===== src/rtl/multicycle_seq.sv =====
// Multi-cycle instruction sequencer: steps each instruction through fetch, decode,
// execute, memory and write-back, drives datapath strobes, counts retirements, traps on faults.
module multicycle_seq #(
  parameter int unsigned MEM_TIMEOUT = 15,
  parameter int unsigned RETIRE_W    = 32
) (
  input  logic                clk,
  input  logic                rst_n,
  input  logic [3:0]          Opcode,
  input  logic                zero,
  input  logic                mem_ready,
  output logic                RegDest,
  output logic                ALUSrc,
  output logic                Sig_Mem_Read,
  output logic                Sig_Mem_Write,
  output logic                Sig_Mem_to_Reg,
  output logic                Sig_Reg_Write,
  output logic [2:0]          ALUOp,
  output logic                ir_write,
  output logic                pc_write,
  output logic [1:0]          pc_src,
  output logic                iord,
  output logic [3:0]          state,
  output logic [1:0]          err_code,
  output logic [RETIRE_W-1:0] retired
);

  typedef enum logic [3:0] {
    StFetch  = 4'd0,
    StDecode = 4'd1,
    StExecR  = 4'd2,
    StExecI  = 4'd3,
    StAddr   = 4'd4,
    StMemRd  = 4'd5,
    StMemWr  = 4'd6,
    StWbR    = 4'd7,
    StWbI    = 4'd8,
    StWbMem  = 4'd9,
    StBranch = 4'd10,
    StJump   = 4'd11,
    StTrap   = 4'd15
  } state_e;

  localparam logic [7:0] TimeoutLim = 8'(MEM_TIMEOUT);

  state_e              r_state;
  logic [7:0]          r_wait_cnt;
  logic [3:0]          r_opcode;
  logic [1:0]          r_err;
  logic [RETIRE_W-1:0] r_retired;

  state_e     w_state_d;
  logic [1:0] w_err_d;
  logic       w_retire;
  logic       w_timeout;
  logic       w_is_wait;
  logic [7:0] w_wait_d;

  assign w_timeout = (r_wait_cnt == TimeoutLim) && !mem_ready;
  assign w_is_wait = (r_state == StFetch) || (r_state == StMemRd) || (r_state == StMemWr);
  // Counter runs only while parked in a memory state; any state change clears it.
  assign w_wait_d  = (w_is_wait && (w_state_d == r_state)) ? r_wait_cnt + 8'd1 : 8'd0;

  // State register and datapath-side bookkeeping
  always_ff @(posedge clk) begin
    if (!rst_n) begin
      r_state    <= StFetch;
      r_wait_cnt <= 8'd0;
      r_opcode   <= 4'd0;
      r_err      <= 2'b00;
      r_retired  <= '0;
    end else begin
      r_state    <= w_state_d;
      r_wait_cnt <= w_wait_d;
      r_err      <= w_err_d;
      if (r_state == StDecode) r_opcode <= Opcode;
      if (w_retire) r_retired <= r_retired + RETIRE_W'(1);
    end
  end

  // Next-state logic
  always_comb begin
    w_state_d = r_state;
    w_err_d   = r_err;
    w_retire  = 1'b0;
    case (r_state)
      StFetch: begin
        if (mem_ready) begin
          w_state_d = StDecode;
        end else if (w_timeout) begin
          w_state_d = StTrap;
          w_err_d   = 2'b10;
        end
      end
      StDecode: begin
        case (Opcode)
          4'b0010, 4'b0110, 4'b0000, 4'b0001, 4'b0011: w_state_d = StExecR;
          4'b0111:                                      w_state_d = StExecI;
          4'b1000, 4'b1010:                             w_state_d = StAddr;
          4'b1110:                                      w_state_d = StBranch;
          4'b1111:                                      w_state_d = StJump;
          default: begin
            w_state_d = StTrap;
            w_err_d   = 2'b01;
          end
        endcase
      end
      StExecR: w_state_d = StWbR;
      StExecI: w_state_d = StWbI;
      // Only ld (1000) and sd (1010) reach here; bit 1 tells them apart.
      StAddr:  w_state_d = r_opcode[1] ? StMemWr : StMemRd;
      StMemRd: begin
        if (mem_ready) begin
          w_state_d = StWbMem;
        end else if (w_timeout) begin
          w_state_d = StTrap;
          w_err_d   = 2'b10;
        end
      end
      StMemWr: begin
        if (mem_ready) begin
          w_state_d = StFetch;
          w_retire  = 1'b1;
        end else if (w_timeout) begin
          w_state_d = StTrap;
          w_err_d   = 2'b10;
        end
      end
      StWbR, StWbI, StWbMem, StBranch, StJump: begin
        w_state_d = StFetch;
        w_retire  = 1'b1;
      end
      StTrap:  w_state_d = StTrap;
      default: w_state_d = StFetch;
    endcase
  end

  // Output decode; everything held low while reset is asserted
  always_comb begin
    RegDest        = 1'b0;
    ALUSrc         = 1'b0;
    Sig_Mem_Read   = 1'b0;
    Sig_Mem_Write  = 1'b0;
    Sig_Mem_to_Reg = 1'b0;
    Sig_Reg_Write  = 1'b0;
    ALUOp          = 3'b000;
    ir_write       = 1'b0;
    pc_write       = 1'b0;
    pc_src         = 2'b00;
    iord           = 1'b0;
    if (rst_n) begin
      case (r_state)
        StFetch: begin
          Sig_Mem_Read = 1'b1;
          ir_write     = mem_ready;
          pc_write     = mem_ready;
        end
        StExecR: begin
          case (r_opcode)
            4'b0110: ALUOp = 3'b001;
            4'b0000: ALUOp = 3'b010;
            4'b0001: ALUOp = 3'b011;
            4'b0011: ALUOp = 3'b100;
            default: ALUOp = 3'b000;
          endcase
        end
        StExecI: begin
          ALUSrc = 1'b1;
          ALUOp  = 3'b101;
        end
        StAddr:  ALUSrc = 1'b1;
        StMemRd: begin
          Sig_Mem_Read = 1'b1;
          iord         = 1'b1;
        end
        StMemWr: begin
          Sig_Mem_Write = 1'b1;
          iord          = 1'b1;
        end
        StWbR: begin
          Sig_Reg_Write = 1'b1;
          RegDest       = 1'b1;
        end
        StWbI:   Sig_Reg_Write = 1'b1;
        StWbMem: begin
          Sig_Reg_Write  = 1'b1;
          Sig_Mem_to_Reg = 1'b1;
        end
        StBranch: begin
          ALUOp    = 3'b001;
          pc_src   = 2'b01;
          pc_write = ~zero;
        end
        StJump: begin
          pc_write = 1'b1;
          pc_src   = 2'b10;
        end
        default: ;
      endcase
    end
  end

  assign state    = r_state;
  assign err_code = r_err;
  assign retired  = r_retired;

endmodule


===== config.mk =====
export PLATFORM = sky130hd
export DESIGN_NAME = multicycle_seq
export DESIGN_NICKNAME = d
export VERILOG_FILES = /design/src/rtl/multicycle_seq.sv
export SDC_FILE = /design/constraint.sdc
export NUM_CORES = 1
export LEC_CHECK = 0
export CORE_MARGIN = 8
export CORE_UTILIZATION = 52
export CTS_BUF_LIST = sky130_fd_sc_hd__clkbuf_8
export DETAILED_ROUTE_END_ITERATION = 6
export PLACE_DENSITY = 0.82
export REMOVE_ABC_BUFFERS = 1
export SYNTH_ARGS = -nofsm -noshare
export SYNTH_HDL_FRONTEND = slang
export SYNTH_SLANG_ARGS = --single-unit

===== constraint.sdc =====
create_clock -name clk -period 2.7 [get_ports clk]
set_clock_uncertainty 0.05 [all_clocks]
set_input_delay 0.81 -clock clk [delete_from_list [all_inputs] [get_ports clk]]
set_output_delay 0.81 -clock clk [all_outputs]
set_load 0.01 [all_outputs]

* After elaboration in Yosys (flattened, before gate mapping)
Index checks and enable logic that the tools add are counted. Widths: inputs -> output; s select.
Storage, ports and cells: bits in registers 50, output and inout bits 52, logic and storage cells 93
Cells by class: eq/ne operators 29, bitwise operators 1, add/sub/neg operators 2, reduce and logical (&&, ||, !) cells 20, multiplexer cells 36
Operators with widths (number):
- $eq 4x4->1 const B | 9
- $add 32x1->32 const B | 1
- $pmux 4 s8 | 1
- $eq 4x3->1 const B | 7
- $eq 4x2->1 const B | 5
- $pmux 4 s5 | 1
- $mux 1 | 18
- $mux 4 | 4
- $eq 4x1->1 const B | 3
- $logic_not 4->1 | 3
- $pmux 3 s4 | 1
- $mux 2 | 5
- $reduce_or 10->1 | 1
- $reduce_or 5->1 | 2
- $pmux 3 s3 | 1
- $add 8x1->8 const B | 1
- $eq 8x4->1 const B | 1
- $pmux 2 s2 | 2
- $reduce_or 2->1 | 4
- $reduce_or 3->1 | 2
- $eq 4x4->1 | 1
- $ne 2x2->1 const B | 2
- $reduce_and 4->1 | 1
- $mux 3 | 1
- 9 further kinds | 11

* Logic depth before layout (Yosys ltp)
word-level depth 8, mapped depth 7, mapped depth without buffers 6

* Worst setup path before layout
Ideal clock, no wire load.
path type in2out, from in rst_n, to out ALUOp[0], cell stages on the path 4, arrival time 1.848 ns, slack -0.008 ns, required time 1.840 ns, path through clkbuf_1 inv_1 clkbuf_1 nor4b_1
On the way: longest elaborated chain between the ends 1
Ends and longest elaborated chain:
- start, declared | line 8 | input logic rst_n,
- $mux 3 | line 151 | if (rst_n) begin
- end, declared | line 18 | output logic [2:0] ALUOp,
No other way between the ends.

* Worst setup path after layout
from reg r_opcode[1], to out ALUOp[0]
On the way: longest elaborated chain between the ends 4, elaborated cells between the ends (all ways) 7, classes of those cells eq/ne: 3; mux: 3; reduce/logical: 1
Ends and longest elaborated chain:
- start, declared | line 48 | logic [3:0] r_opcode;
- start signal, assigned | line 76 | if (r_state == StDecode) r_opcode <= Opcode;
- $eq 4x2->1 (tied with other cells) | line 159 | case (r_opcode)
- $pmux 3 s4 * | line 159
- $pmux 3 s3 * | line 152 | case (r_state)
- $mux 3 * | line 151
Every way passes the cells marked *; elsewhere a longest branch is shown, timed or not.

==> impl_metrics.env <==
export IMPL_status="finished clean"
export IMPL_multiInputGateArea_um2=1600
export IMPL_design_area_um2=3590
export IMPL_synth_area_um2=2680
export IMPL_wl_met3_um=334
export IMPL_max_stage_delay_ns=0.50
export IMPL_synthCells=334
export IMPL_tns_ns=0
export IMPL_start_kind="register"
export IMPL_post_cts_buffers=0
export IMPL_num_vias=2641
export IMPL_avgViaCountPerCell=5.50
export IMPL_worst_pin_slew_ns=0.448
export IMPL_syn_to_final_growth_pct=33.9
export IMPL_synth_area_per_cell_um2=8.02
export IMPL_timing_final_crit_share=0.976
export IMPL_core_rowCount=26
export IMPL_whs_path_depth=2
export IMPL_cts_clk_slew_worst_paths_ns=0.09
export IMPL_drt_iter0_drc=132
export IMPL_p_leak_uw=0.00136
export IMPL_yosysWarnings=0
export IMPL_holdWs_ns=0.408
export IMPL_routed_wl_met2_um=3330
export IMPL_cts_hold_repair_buffers=0
export IMPL_cts_tree="yes"
export IMPL_drt_pre_antenna_iters=4
export IMPL_instances_no_fill=480
export IMPL_synth_flop_cell="dfxtp_1"
export IMPL_period_needed_ns=2.63
export IMPL_num_io_pins=60
export IMPL_synth_compound_area_frac=0.120
export IMPL_ys_types=47
export IMPL_numPortBuffers=59
export IMPL_grt_usage=0.187
export IMPL_synth_xor_area_share=0.108
export IMPL_start_util=0.531
export IMPL_required_ns=1.84
export IMPL_yosysSeqAreaShare=0.374
export IMPL_antenna_found_initial=0
export IMPL_cp_slowest_cell="or3b_2"
export IMPL_worstSetupPathType="reg -> out"
export IMPL_finalSetupViolCount=0
export IMPL_top_layer="met4"
export IMPL_overflow=0
export IMPL_crit_chain="or3b_2, a21oi_2, nor3_1, nor4b_2, buf_2"
export IMPL_routabilityCongestion=0.842
export IMPL_worst_ir_drop_vdd_v=0.000529
export IMPL_routed_wirelength_um=6850
export IMPL_synth_top_family_by_area="simple AND/OR/NAND/NOR gates"
export IMPL_seq_area_um2=1000
export IMPL_nets=419
export IMPL_crit_arrival_ns=1.77
export IMPL_grt_pass1_vias=2453
export IMPL_fmax_mhz=380
export IMPL_numCtsBuffers=5
export IMPL_ys_async_sr_fraction=0
export IMPL_dpl_cell_count=472
export IMPL_wire_per_inst_um=14.3
export IMPL_die_area_um2=7700
export IMPL_place_area_um2=3480
export IMPL_maxCapViolCount=0
export IMPL_grt_max_degree=25
export IMPL_fp_coreArea_um2=5040
export IMPL_hold_viol=0
export IMPL_grt_pass1_wl_um=11500
export IMPL_layout_drive_gt1_share=0.144
export IMPL_synth_edf_count=0
export IMPL_hold_class="reg -> reg"
export IMPL_dp_hpwl_um=5090
export IMPL_synth_fa_ha_area_frac=0.00934
export IMPL_synthMuxAreaShare=0.0224
export IMPL_relSlewSlack=0.699
export IMPL_root_buffer="clkbuf_8"
export IMPL_chipWidth_um=87.8
export IMPL_die_y_um=87.8
export IMPL_drc=0
export IMPL_wl_met1_um=3090
export IMPL_cts_max_path_buffers=2
export IMPL_h_tree_depth=2
export IMPL_end_kind="primary output"
export IMPL_ys_ff_latch=50
export IMPL_cp_max_fo=2
export IMPL_diodes=0
export IMPL_clk_latency_ns=0.31
export IMPL_cts_sinks=50
export IMPL_yosys_area_share_simple=0.329
export IMPL_pwr_density_cell_nw_per_um2=633
export IMPL_reg2reg_depth=7
export IMPL_slew_viol_final=0
export IMPL_drtAntennaViolNets=0
export IMPL_p_total_uw=2270
export IMPL_fill_cells=397
-- logic make-up after synthesis --
| kind of cell | after synthesis |
|---|---|
| xor gates and xnor gates | 33 |
| and+or+nand+nor | 170 |
| muxes | 6 |
| buffers and inverters | 24 |
| adders and majority gates | 2 |
| AOI/OAI and AO/OA | 49 |
| DFF | 50 |
-- worst paths after layout --
check | from | to | slack (ns)
worst max-delay path | r_opcode[1] | ALUOp[0] | 0.07
worst min-delay path | err_code[1] | err_code[1] | 0.41
worst max register to register | state[1] | retired[28] | 0.70
worst min register to register | err_code[1] | err_code[1] | 0.41
-- cell usage after synthesis (2+ instances only) --
master	instances	area, µm²
nor2_1	57	214
dfxtp_1	50	1000
nand2_1	26	97.6
xor2_1	24	210
nand3_1	20	100
a21oi_1	17	85.1
nand4_1	11	68.8
o21ai_0	11	55.1
nor3_1	10	50.1
xnor2_1	9	78.8
clkbuf_1	8	30.0
inv_1	7	26.3
nand2b_1	7	43.8
buf_2	6	30.0
mux2i_1	6	60.1
or3_1	6	37.5
or2_2	5	31.3
and2_1	4	25.0
and3_1	4	25.0
nand4_2	3	37.5
nor2b_1	3	18.8
o21bai_1	3	22.5
o22ai_1	3	18.8
a221oi_1	2	17.5
a31oi_1	2	12.5
buf_1	2	7.51
ha_1	2	25.0
nand3b_1	2	15.0
nor2_2	2	12.5
nor3b_1	2	15.0
nor4_1	2	12.5
nor4_4	2	42.5
o211ai_1	2	15.0
-- metal layers --
metal	up-vias	track usage
met5	-	0
li1	1309	-
met2	67	0.322
met3	11	0.0413
met4	0	0.0688
met1	1254	0.220
-- cells in the final DEF (no fill, tap or decap), types with 7 or more instances in the layout --
| master | Yosys | routed |
|---|---|---|
| nor2_1 | 57 | 57 |
| dfxtp_1 | 50 | 49 |
| clkdlybuf4s50_1 | 0 | 43 |
| nand2_1 | 26 | 26 |
| buf_4 | 1 | 26 |
| xor2_1 | 24 | 24 |
| nand3_1 | 20 | 20 |
| a21oi_1 | 17 | 16 |
| o21ai_0 | 11 | 11 |
| nand4_1 | 11 | 11 |
| nor3_1 | 10 | 10 |
| xnor2_1 | 9 | 9 |
| dlygate4sd2_1 | 0 | 8 |
| inv_1 | 7 | 7 |
| nand2b_1 | 7 | 7 |
-- sequential cells by signal (all words and copies together) (netlist names) --
register and cells:
r_wait_cnt 8, err_code 2, retired 32, r_opcode 4, state 4
-- power breakdown --
group | internal, µW | total (µW) | switching [µW]
combinational | 405 | 882 | 477
clock | 282 | 549 | 266
sequential | 790 | 841 | 51.4
total | 1480 | 2270 | 795
-- metrics by stage --
| stage | util | setup WS [ns] |
|---|---|---|
| floorplan | - | -0.000497 |
| global placement | 0.690 | -0.634 |
| detailed placement | 0.690 | -0.686 |
| CTS | 0.712 | 0.00437 |
| global route | 0.711 | -0.00901 |
| finish | 0.711 | 0.0655 |
-- worst max-delay path: cells and delay by family (launching register included) --
family          cells  cell delay [ns]
simple gates        3             0.80
flops               1             0.33
buf+inv             1             0.18
compound gates      1             0.16
-- cell type report --
class                           count  area share
Multi-Input combinational cell    260       0.445
Sequential cell                    50       0.279
Timing Repair Buffer               85       0.211
Tap cell                           70      0.0244
Clock buffer                        5      0.0192
Clock inverter                      3      0.0136
Inverter                            7     0.00732
-- timing repair --
item / 4_1_cts / 5_1_grt
endpoints found under the setup margin: 14 / 7
pin swaps: 1 / 0
gates resized for setup: 34 / 6
Note: power is estimated with default switching activity, not from simulation.
